**src/rtl/midi_uart_tx.sv**
```systemverilog
// MIDI serial transmitter: 8N1 frames at BAUD, one byte per tstart/tready handshake.
// Optional running-status compression when MIDI_TX_RUNNING_STATUS_EN is defined.
module midi_uart_tx #(
  parameter int unsigned CLK_HZ = 100_000_000,
  parameter int unsigned BAUD   = 31250
) (
  input  logic       clk,
  input  logic       resetn,
  input  logic [7:0] tbus,
  input  logic       tstart,
  output logic       tready,
  output logic       txd
);

  localparam int unsigned CLKS_PER_BIT = CLK_HZ / BAUD;
  localparam int unsigned CNT_W        = (CLKS_PER_BIT > 1) ? $clog2(CLKS_PER_BIT) : 1;
  localparam logic [CNT_W-1:0] CNT_TC  = CNT_W'(CLKS_PER_BIT - 1);

  localparam logic [1:0] IDLE  = 2'd0;
  localparam logic [1:0] START = 2'd1;
  localparam logic [1:0] DATA  = 2'd2;
  localparam logic [1:0] STOP  = 2'd3;

  if (CLKS_PER_BIT < 4) begin : g_cpb_check
    $error("midi_uart_tx: CLK_HZ/BAUD must be at least 4");
  end

  logic [1:0]       state;
  logic [7:0]       shreg;
  logic [CNT_W-1:0] baud_cnt;
  logic [2:0]       bit_idx;
  logic             bit_done;
  logic             send_ok;

  assign bit_done = (baud_cnt == CNT_TC);
  assign tready   = (state == IDLE) && !tstart;

`ifdef MIDI_TX_RUNNING_STATUS_EN
  logic [7:0] last_status;
  logic       is_chan_status;
  logic       is_sys_common;

  assign is_chan_status = (tbus >= 8'h80) && (tbus <= 8'hEF);
  assign is_sys_common  = (tbus >= 8'hF0) && (tbus <= 8'hF7);
  assign send_ok        = !(is_chan_status && (tbus == last_status));

  // Realtime and data bytes leave the running status untouched.
  always_ff @(posedge clk or negedge resetn) begin
    if (!resetn) begin
      last_status <= '0;
    end else if ((state == IDLE) && tstart) begin
      if (is_chan_status && send_ok)
        last_status <= tbus;
      else if (is_sys_common)
        last_status <= '0;
    end
  end
`else
  assign send_ok = 1'b1;
`endif

  // txd is loaded with the level of the state being entered, so the line
  // changes on the same edge as the state.
  always_ff @(posedge clk or negedge resetn) begin
    if (!resetn) begin
      state    <= IDLE;
      txd      <= 1'b1;
      shreg    <= '0;
      baud_cnt <= '0;
      bit_idx  <= '0;
    end else begin
      case (state)
        IDLE: begin
          if (tstart && send_ok) begin
            shreg    <= tbus;
            baud_cnt <= '0;
            state    <= START;
            txd      <= 1'b0;
          end
        end
        START: begin
          if (bit_done) begin
            baud_cnt <= '0;
            bit_idx  <= '0;
            state    <= DATA;
            txd      <= shreg[0];
          end else begin
            baud_cnt <= baud_cnt + 1'b1;
          end
        end
        DATA: begin
          if (bit_done) begin
            baud_cnt <= '0;
            shreg    <= {1'b0, shreg[7:1]};
            bit_idx  <= bit_idx + 3'd1;
            if (bit_idx == 3'd7) begin
              state <= STOP;
              txd   <= 1'b1;
            end else begin
              txd <= shreg[1];
            end
          end else begin
            baud_cnt <= baud_cnt + 1'b1;
          end
        end
        STOP: begin
          if (bit_done) begin
            baud_cnt <= '0;
            state    <= IDLE;
          end else begin
            baud_cnt <= baud_cnt + 1'b1;
          end
        end
        default: begin
          state <= IDLE;
          txd   <= 1'b1;
        end
      endcase
    end
  end

endmodule

```
**config.mk**
```make
export PLATFORM = sky130hd
export DESIGN_NAME = midi_uart_tx
export DESIGN_NICKNAME = d
export VERILOG_FILES = /design/src/rtl/midi_uart_tx.sv
export SDC_FILE = /design/constraint.sdc
export NUM_CORES = 1
export LEC_CHECK = 0
export ABC_AREA = 1
export CAP_MARGIN = 20
export CELL_PAD_IN_SITES_DETAIL_PLACEMENT = 0
export CELL_PAD_IN_SITES_GLOBAL_PLACEMENT = 2
export CORE_MARGIN = 3
export CORE_UTILIZATION = 36
export DETAILED_ROUTE_END_ITERATION = 8
export GPL_TIMING_DRIVEN = 1
export HOLD_SLACK_MARGIN = 0.05
export PLACE_DENSITY_LB_ADDON = 0.05
export RECOVER_POWER = 25
export SYNTH_ARGS = -nofsm -noshare
export SYNTH_HDL_FRONTEND = slang
export SYNTH_SLANG_ARGS = --single-unit
```
**constraint.sdc**
```tcl
create_clock -name clk -period 2.4 [get_ports clk]
set_input_delay 0.36 -clock clk [delete_from_list [all_inputs] [get_ports clk]]
set_output_delay 0.36 -clock clk [all_outputs]
set_load 0.02 [all_outputs]
```
==> results.cfg, run 1 <==
[pwr]
p_leak_nw = 0.8917
power.density_nw_per_um2 = 971.4
ir_worst_vdd_uv = 393.7

[logic_synthesis]
avgSynthCellArea_um2 = 7.801
synth_area_leader_cell = dfrtp_1
synth_nets = 219
yosys.area.top_type_share_pct = 40.10
ys_seq_area_share_pct = 41.78
ys_types = 29
ys_ff_latch = 26
ys_top_cells_by_area = dfrtp_1, nand2_1, ha_1
syn_inst = 200
synthesis.area_um2 = 1560
yosysWarnings = 0

[cells_and_area]
drive_gt1_share_pct = 9.217
final_cell_mix = nand2_1, dfrtp_1, nor2_1
diodes = 0
utilization_pct = 44.21
final_common_cell = nand2_1
final_cells = 267
nets = 237
syn_to_final_growth_pct = 15.80

[timing]
whs_ns = 0.4665
setup_viol_count_final = 0
fin_tns_setup_ns = 0
hold_violations = 0
fin_crit_ns = 2.204
tightestPinTransition_ns = 1.474
max-slew-margin-rel_pct = 1.736
skew_ns = 0.005978
slew_viol_final = 0
clock.fmax_ghz = 0.4537
final_min_period_over_clock_period_pct = 91.83
rsz0062_at_grt = false

[setup_path]
crit_fanout = 4
crit_required_ns = 2.04
slowest_delay_ns = 0.61
cp_data_arrival_time_ns = 1.84
r2r_start = state[0]$_DFFE_PN0P_
r2r_end = shreg[5]$_DFFE_PN0P_
worst_setup_path_startpoint = state[0]$_DFFE_PN0P_
crit_chain = inv_1, ha_1, inv_1, nor2_8, clkdlybuf4s50_1
critical_path_buf_inv_count = 3
startpoint_type = flop
cpMostUsedCell = inv_1
critPathKind = reg2out
rrSetupSlack_ns = 0.59
setup.worst_path.end_class = primary output
rr_worst_depth = 10
cpLargestDelayFamily = buffers and inverters
crit_slowest_cell = clkdlybuf4s50_1

[clocking]
cts_hold_buf = 0
htreeDepth = 1
clkSlewWorstSetupHoldPaths_ns = 0.10
postCtsResizedCells = 0
cts_setup_buffers = 0
clock_sinks = 26
insertion_delay_ns = 0.27
cts_root_buffer = clkbuf_8
tritoncts = done
cts_buffer_depth = 2
cts-buffers-inserted = 3

[floorplan]
rows = 23
die-area_um2 = 5160
die_x_um = 71.84
ioPinCount = 13
fp.dieH_um = 71.84
start_util_pct = 38.18
core_area_um2 = 4086

[run_status]
outcome = completed

[routing]
wl_um = 3308
drt_drc_violations_left = 0
dr.pass1.iters = 4
wire_per_inst_um = 12.39
ant_nets = 0
vias_per_cell = 4.753
drtIter0Drc = 69
vias = 1269

[grt]
grt_pass1_vias = 1196
grt_usage_pct = 14.22
grt_max_degree = 27
antenna_found_initial = 0
grt_pass1_wl_um = 5789
grt_overflow = 0

[place]
place_inst = 263
gp_congestion = 0.7536
portBuffers = 12
hpwl_um = 2458

[hold_path]
whs_path_depth = 2
hold_path_end = txd$_DFFE_PN1P_
min_path_type = reg2reg
worstHoldStart = txd$_DFFE_PN1P_

[run]
drv_cap = 0
==> synth_stat cells <==
master and count:
nand2_1 76, dfstp_2 1, nand2_4 1, nor3_1 4
inv_1 19, mux2i_1 1, inv_2 1, ha_1 8
a21oi_4 2, o21ai_0 2, nand4_1 4, a31oi_1 1
o32ai_1 1, o31ai_1 1, nor2_1 21, buf_2 2
a21oi_1 1, or2_2 1, dfrtp_1 25, nand3_1 13
nor3b_1 1, nor2_8 1, xor2_1 5, a21oi_2 1
nor2_4 2, nand2_2 1, nand3_2 2, o21ai_1 1
nand3_4 1
==> layout make-up <==
| cell class | instances | area, um2 |
|---|---|---|
| Clock buffer | 4 | 55.05 |
| Fill cell | 425 | 2280 |
| Inverter | 20 | 75.07 |
| Multi-Input combinational cell | 152 | 823.3 |
| Sequential cell | 26 | 651.9 |
| Tap cell | 50 | 62.56 |
| Timing Repair Buffer | 15 | 138.9 |
==> flip-flops by register name, indices dropped and copies added (netlist names) <==
name and flops:
baud_cnt 12, shreg 8, state 2, txd 1
bit_idx 3
==> worst register-to-register path: stages (launching register included) <==
cell and delay [ns]:
dfrtp_1 0.42, inv_1 0.10, ha_1 0.24, inv_1 0.15
nor2_8 0.04, buf_4 0.19, inv_2 0.17, nand2_1 0.12
nor2_4 0.19, nand2_1 0.07, nand2_1 0.07
==> metal layers <==
| metal | track usage (%) | wire [um] | vias up | part of all wire (%) |
|---|---|---|---|---|
| met3 | 2.244 | 75 | 2 | 2.3 |
| met4 | 4.384 | 24 | 0 | 0.73 |
| met1 | 21.99 | 1809 | 590 | 55 |
| met2 | 20.10 | 1398 | 13 | 42 |
| met5 | 0 | 0 | - | 0 |
| li1 | - | - | 664 | - |
==> how the worst max path moves through the flow <==
stage | to | slack [ns] | depth (start not counted)
CTS | tready | 0.16 | 5
floorplan | baud_cnt[8]$_DFFE_PN0N_ | 0.91 | 8
finish | tready | 0.20 | 5
global placement | tready | 0.39 | 3
global route | tready | 0.08 | 5
detailed placement | tready | 0.39 | 3
==> power breakdown <==
group	switching [mW]	total, mW	internal, mW
registers	0.0767	0.626	0.549
clock network	0.144	0.290	0.147
logic	0.546	0.839	0.293
==> logic make-up after synthesis <==
group,share of synthesized area (%)
and+or+nand+nor,37.53
DFF,41.78
buffers and inverters,5.453
AOI/OAI and AO/OA,5.373
adders and majority gates,6.416
xor gates and xnor gates,2.807
muxes,0.6416
==> stage by stage <==
step / worst slack, ns / power, mW / cell area (um2)
after floorplan: 0.9052 / 1.255 / 1560
after global placement: 0.3872 / 1.472 / 1755
after detailed placement: 0.3853 / 1.496 / 1755
after CTS: 0.1593 / 1.793 / 1810
after global routing: 0.07917 / 1.940 / 1807
final: 0.1960 / 1.755 / 1807
Power figures use the tool's default switching activity.
==> run 2, diff against run 1 <==
- PLACE_DENSITY_LB_ADDON: 0.05 -> 0.1
==> run 2 against run 1 <==
Register-to-register slack better by 0.14 ns. First-iteration DRC count rose by 20%. Setup slack better by 0.23 ns. Fmax up 12%. Largest cell class unchanged. Largest power group unchanged.
==> results.cfg, run 2 (synthesis results as in run 1) <==
[clocking]
tritoncts = done
clkSlewWorstSetupHoldPaths_ns = 0.09
cts_hold_buf = 0
cts-buffers-inserted = 3
cts_setup_buffers = 0
clock_sinks = 26
insertion_delay_ns = 0.27
htreeDepth = 1
cts_buffer_depth = 2
cts_root_buffer = clkbuf_8

[cells_and_area]
reg.largest.list = baud_cnt: 12 flops, shreg: 8 flops, bit_idx: 3 flops
utilization_pct = 44.09
nets = 236
diodes = 0
top_register = baud_cnt
fin_area_um2 = 1802
final_cells = 266
final_cell_mix = nand2_1, dfrtp_1, nor2_1
fill_cells = 434
final_common_cell = nand2_1
largest_register_ffs = 12
syn_to_final_growth_pct = 15.48
drive_gt1_share_pct = 8.796

[setup_path]
crit_chain = inv_1, ha_1, inv_1, nor2_8, dlymetal6s2s_1
startpoint_type = flop
crit_fanout = 10
critPathKind = reg2out
cpMostUsedCell = inv_1
crit_slowest_cell = dfrtp_1
slowest_delay_ns = 0.43
cp_data_arrival_time_ns = 1.61
crit_required_ns = 2.04
setup.worst_path.end_class = primary output

[routing]
drtIter0Drc = 83
ant_nets = 0
drt_drc_violations_left = 0
wl_um = 3296
wire_per_inst_um = 12.39
vias_per_cell = 4.880
dr.pass1.iters = 4
vias = 1298

[timing]
skew_ns = 0.002754
final_min_period_over_clock_period_pct = 82.11
hold_violations = 0
rsz0062_at_grt = false
fin_crit_ns = 1.971
max-slew-margin-rel_pct = 40.94
setup_ws_ns = 0.4294
whs_ns = 0.4701
clock.fmax_ghz = 0.5075
slew_viol_final = 0
tightestPinTransition_ns = 0.8859
setup_viol_count_final = 0
fin_tns_setup_ns = 0

[place]
portBuffers = 12
hpwl_um = 2422
place_inst = 262
place_area_um2 = 1748
preCtsSetupSlack_ns = 0.2427
gp_congestion = 0.7857

[floorplan]
rows = 23
die-area_um2 = 5160
fp.dieH_um = 71.84
start_util_pct = 38.18
ioPinCount = 13
core_area_um2 = 4086
die_x_um = 71.84

[pwr]
fin_total_pwr_mw = 1.749
power.density_nw_per_um2 = 970.6
combPwrFrac_pct = 48.0
p_leak_nw = 0.9014
switching_share_pct = 43.81
p_sw_mw = 0.7662
clkPwrFrac_pct = 16.3
p_int_mw = 0.9825
ir_worst_vdd_uv = 498.3
power_frac_seq_pct = 35.7

[grt]
grt_usage_pct = 14.06
antenna_found_initial = 0
grt_max_degree = 16
grt_overflow = 0
grt_pass1_vias = 1221
grt_pass1_wl_um = 5699

[run]
drv_cap = 0

[run_status]
outcome = completed

[hold_path]
min_path_type = reg2reg
## run 2: power by group through the flow
stage / registers (mW) / clock network (mW) / logic, mW
4_1_cts: 0.624 / 0.300 / 0.852
3_5_place_dp: 0.631 / 0 / 0.844
5_1_grt: 0.639 / 0.319 / 0.954
2_1_floorplan: 0.616 / 0 / 0.639
6_report: 0.624 / 0.285 / 0.839
3_3_place_gp: 0.624 / 0 / 0.839
## run 2: path summary, 6_finish.rpt
| kind | cells after the start | slack (ns) | startpoint | end |
|---|---|---|---|---|
| hold reg to reg | 2 | 0.47 | txd$_DFFE_PN1P_ | txd$_DFFE_PN1P_ |
| min in group asynchronous | 1 | 0.52 | resetn | baud_cnt[0]$_DFFE_PN0N_ |
| max in group asynchronous | 2 | 0.69 | resetn | state[0]$_DFFE_PN0P_ |
| setup / recovery | 5 | 0.43 | state[0]$_DFFE_PN0P_ | tready |
| setup reg to reg | 8 | 0.73 | state[0]$_DFFE_PN0P_ | baud_cnt[8]$_DFFE_PN0N_ |
| hold / removal | 2 | 0.47 | txd$_DFFE_PN1P_ | txd$_DFFE_PN1P_ |
## run 2: repair_timing
item | CTS | global route
hold endpoints to repair | 0 | 0
setup endpoints to repair | 0 | 1
resized for setup | 0 | 1
## run 2: worst max-delay path: cells and delay by family, from the launching register on
family,cells,cell delay [ns]
and+or+nand+nor,1,0.21
adders and majority gates,1,0.21
DFF,1,0.43
buffers and inverters,3,0.50
## run 2: per-layer routing
| layer | up-vias | GRT usage, % | part of all wire, % |
|---|---|---|---|
| met5 | - | 0 | 0 |
| met4 | 0 | 4.384 | 0.67 |
| met3 | 2 | 2.525 | 5.7 |
| met1 | 595 | 19.95 | 49 |
| li1 | 664 | - | - |
| met2 | 37 | 21.73 | 45 |
## run 2: final cells by class
class	count	area (um2)	area share [%]
timing repair buffer	14	133.9	7.431
sequential	26	651.9	36.18
inverter	20	75.07	4.167
clock buffer	4	55.05	3.056
tap	50	62.56	3.472
multi-input combinational	152	823.3	45.69
==> run 3, diff against run 2 <==
- CORE_UTILIZATION: 36 -> 30
- clock period: 2.4 -> 1.6 ns (I/O delays scaled with it)
==> run 3 against run 2 <==
Wire length up 6.6%. Sequential power up 48%. Register-to-register slack worse by 0.63 ns. First-iteration DRC count down 37%. Cell area up 12%. Combinational power up 100%. Critical path depth unchanged. Critical path type unchanged. Largest power group unchanged. Largest cell class unchanged. Setup slack worse by 0.32 ns. Total power up 73%.
==> results.cfg, run 3 (synthesis results as in run 1) <==
[setup_path]
r2r_end = state[1]$_DFFE_PN0P_
rrSetupSlack_ns = 0.10
setup.worst_path.end_class = primary output
critPathKind = reg2out
startpoint_type = flop
worst_setup_path_startpoint = state[1]$_DFFE_PN0P_
cp_data_arrival_time_ns = 1.26
rr_worst_depth = 8
crit_fanout = 2
r2r_start = state[1]$_DFFE_PN0P_
crit_required_ns = 1.36

[grt]
grt_usage_pct = 12.48
grt_max_degree = 27
grt.busiest_layer = met1
antenna_found_initial = 0
grt_pass1_wl_um = 6099
grt_overflow = 0
grt_util_met2_pct = 18.24
use_met1_pct = 19.03
grt_pass1_vias = 1271
use_met3_pct = 1.950

[place]
hpwl_um = 2589
portBuffers = 12
place_inst = 297
gp_congestion = 0.7295

[hold_path]
worstHoldStart = txd$_DFFE_PN1P_
hold_path_end = txd$_DFFE_PN1P_
whs_path_depth = 2
min_path_type = reg2reg

[clocking]
htreeDepth = 1
cts_hold_buf = 0
clkSlewWorstSetupHoldPaths_ns = 0.09
clock_sinks = 26
cts_buffer_depth = 2
tritoncts = done
cts_root_buffer = clkbuf_8
insertion_delay_ns = 0.27
cts-buffers-inserted = 3

[pwr]
ir_worst_vdd_uv = 458.4
p_leak_nw = 0.9977
power.density_nw_per_um2 = 1493

[routing]
dr.pass1.iters = 4
wire_per_inst_um = 11.56
drt_drc_violations_left = 0
wl_um = 3514
drtIter0Drc = 52
ant_nets = 0
vias_per_cell = 4.457
vias = 1355

[run]
drv_cap = 0

[timing]
final_min_period_over_clock_period_pct = 93.44
skew_ns = 0.004013
tightestPinTransition_ns = 0.6909
slew_viol_final = 0
max-slew-margin-rel_pct = 53.94
setup_viol_count_final = 0
clock.fmax_ghz = 0.6689
hold_violations = 0
fin_crit_ns = 1.495

[floorplan]
start_util_pct = 31.97
fp.dieH_um = 78.12
ioPinCount = 13
core_area_um2 = 4880
die-area_um2 = 6102
die_x_um = 78.12
rows = 25

[cells_and_area]
ff_latch_area_um2 = 651.9
largest_register_ffs = 12
reg.largest.list = baud_cnt: 12 flops, shreg: 8 flops, bit_idx: 3 flops
final_common_cell = nand2_1
multiInputGateArea_um2 = 865.8
utilization_pct = 41.49
top_register = baud_cnt
fill_cells = 541
diodes = 0
final_cells = 304
drive_gt1_share_pct = 20.68
syn_to_final_growth_pct = 29.75
nets = 257
final_cell_mix = nand2_1, dfrtp_1, buf_4

[run_status]
outcome = completed
run 3: cell types whose count changed in the layout (fill, tap and decap cells not counted), sizes merged:
cell and change:
buf +22, clkdlybuf4s50 -1, dlygate4sd2 +1, dlymetal6s2s -1
run 3: final cells by class:
cell class / count / share of cell area (%)
timing repair buffer: 35 / 14.83
clock buffer: 4 / 2.225
inverter: 20 / 3.832
multi-input combinational: 152 / 42.77
tap: 67 / 4.141
sequential: 26 / 32.20
run 3: routing by layer:
| metal | routed length, um | vias up |
|---|---|---|
| met1 | 1865 | 631 |
| met3 | 103 | 2 |
| met5 | 0 | - |
| met2 | 1520 | 15 |
| li1 | - | 707 |
| met4 | 25 | 0 |
run 3: per-stage QoR:
stage / power (mW) / setup TNS (ns) / hold slack, ns / area [um2] / setup slack [ns]
detailed placement: 2.504 / -2.165 / 0.4568 / 1917 / -0.1948
CTS: 2.922 / 0 / 0.3612 / 1961 / 0.05072
global route: 3.360 / -0.005957 / 0.4969 / 2024 / -0.004275
global placement: 2.484 / -1.774 / 0.4543 / 1917 / -0.1972
floorplan: 1.883 / 0 / -0.05559 / 1560 / 0.1052
finish: 3.023 / 0 / 0.4698 / 2024 / 0.1049
run 3: timing repair:
action | CTS | global route
endpoints found under the hold margin | 0 | 0
endpoints found under the setup margin | 13 | 25
gates resized for setup | 8 | 10
cloned | 0 | 0
pin swaps | 1 | 7
setup buffers | 0 | 3
run 3: critical path, cell delays in order, from the launching register on:
cell	delay [ns]
dfrtp_1	0.39
inv_1	0.08
ha_2	0.20
inv_2	0.06
nor2_8	0.09
buf_2	0.17
run 3: worst max path at each step:
stage | slack (ns) | cells past startpoint | to
after CTS | 0.05 | 10 | shreg[1]$_DFFE_PN0P_
after global routing | -0.004 | 8 | txd$_DFFE_PN1P_
after floorplan | 0.11 | 8 | baud_cnt[8]$_DFFE_PN0N_
after detailed placement | -0.19 | 3 | tready
after global placement | -0.20 | 3 | tready
final | 0.10 | 5 | tready
run 3: where the power goes:
part | switching, mW | internal [mW]
registers | 0.0995 | 0.823
logic | 0.950 | 0.761
clock network | 0.211 | 0.178
total | 1.26 | 1.76
==> RTL edit: new RTL, settings of run 3 <==
The parameter `BAUD` goes from 31250 to 62500.
--- a/src/rtl/midi_uart_tx.sv
+++ b/src/rtl/midi_uart_tx.sv
@@ -3,5 +3,5 @@
 module midi_uart_tx #(
   parameter int unsigned CLK_HZ = 100_000_000,
-  parameter int unsigned BAUD   = 31250
+  parameter int unsigned BAUD   = 62500
 ) (
   input  logic       clk,
Formal check against the unedited RTL: same outputs for any inputs over 10 cycles, from zero or initial values and one cycle with resetn low; that may be too few to reach the edited logic, so the function may still have changed.
==> RTL edit against run 3 <==
Wire length increased by 2.4%; cell area down 4.6%; cell count is 1.3% lower; area after synthesis is 4.9% lower; total power decreased by 0.96%; sequential cell count decreased by 1; worst hold slack improved by 7.0 ps; sequential power decreased by 0.9%; clock power rose by 1%; setup slack got worse by 17 ps; die area down 4.5%.
==> RTL edit: results (changes against run 3) <==
Status
  – Outcome: complete, no violations (unchanged)

Finish
  – Largest registers: baud_cnt (11), shreg (8), bit_idx (3) (was baud_cnt (12), shreg (8), bit_idx (3))
  – Layout cells sized above 1: 20.9% (was 20.7%)

Global routing
  – First-pass GRT wire length: 6350 µm (was 6100 µm)
  – GRT Overall Usage: 13.3% (was 12.5%)
  – Vias in the first global route: 1361 (was 1271)
  – Largest net degree at the start of global routing: 26 (was 27)

Routing
  – Drt initial violations: 53 (was 52)
  – Via density: 4.50 (was 4.46)
  – Drt total wl: 3600 µm (was 3510 µm)
  – Routed WL per cell: 12.0 µm (was 11.6 µm)

Timing
  – WHS: 477 ps (was 470 ps)
  – Final WS setup: 87.8 ps (was 105 ps)
  – Final clock skew: 9.45 ps (was 4.01 ps)

Placement
  – Cell Count Post-Placement: 294 (was 297)
  – Dpl ws: -204 ps (was -195 ps)
  – Final GP Congestion: 0.879 (was 0.730)
  – IO buf count: 12 (unchanged)
  – DP Wirelength: 2660 µm (was 2590 µm)

Power and ir drop
  – Maximum vdd drop: 0.715 mV (was 0.458 mV)
  – P_leak: 1.00 nW (was 0.998 nW)

Critical path
  – Crit Path Max Fanout: 4 (was 2)

Yosys
  – Top cells by area, synth: dfrtp_1 40%, nand2_1 23%, ha_1 6.7% (was dfrtp_1 40%, nand2_1 18%, ha_1 6.4%)
  – Mapped Nets: 220 (was 219)
  – Unique masters post-synth: 25 (was 29)
  – Commonest cells in the synthesized netlist: 89 x nand2_1, 24 x dfrtp_1, 17 x inv_1, 13 x nor2_1, 11 x nand3_1 (was 76 x nand2_1, 25 x dfrtp_1, 21 x nor2_1, 19 x inv_1, 13 x nand3_1)
  – Register area share after synthesis: 42.2% (was 41.8%)
[RTL edit: cells by family after synthesis]
kind of cell	after synthesis	synth area share [%]
AO/OA/AOI/OAI	17	7.17
XOR/XNOR	2	1.18
adder cells (fa/ha/maj)	8	6.75
buffers and inverters	23	6.07
flip-flops	25	42.2
AND/OR/NAND/NOR	126	36.6
[RTL edit: layout make-up]
class | count | area [µm²] | area share (%)
sequential | 25 | 627 | 32.5
tap | 65 | 81.3 | 4.21
clock buffer | 3 | 41.3 | 2.14
inverter | 19 | 75.1 | 3.89
timing repair buffer | 34 | 280 | 14.5
clock inverter | 1 | 7.51 | 0.389
multi-input combinational | 153 | 818 | 42.4
[RTL edit: worst max-delay path: stages, from the launching register on]
cell and delay, ps:
dfrtp_1 400, inv_2 80, ha_4 130, inv_2 40
nor2_4 150, buf_2 210
[RTL edit: final timing paths]
check	startpoint	to	cells past startpoint
worst max-delay path	state[1]	tready	5
worst min-delay path	txd	txd	2
worst max register to register	state[1]	baud_cnt[6]	9
min in group asynchronous	resetn	bit_idx[1]	2
max in group asynchronous	resetn	shreg[6]	2
worst min register to register	txd	txd	2
[RTL edit: what timing repair did]
| item | 4_1_cts | 5_1_grt |
|---|---|---|
| pin swaps | 1 | 5 |
| buffers inserted | 1 | 2 |
| endpoints found under the setup margin | 12 | 20 |
| gates resized for setup | 9 | 14 |
[RTL edit: report_power, final]
part	switching [mW]	internal [mW]	total [mW]
Sequential	0.112	0.803	0.915
Combinational	0.956	0.731	1.69
Clock	0.216	0.177	0.393
Total	1.28	1.71	2.99
[RTL edit: per-layer routing]
layer	GRT usage (%)	share of wire, %	up-vias	wire (µm)
li1	-	-	696	-
met1	16.9	46	631	1650
met2	22.8	50	18	1790
met3	2.72	3.2	5	114
met4	3.26	1.1	0	40
met5	0	0	-	0
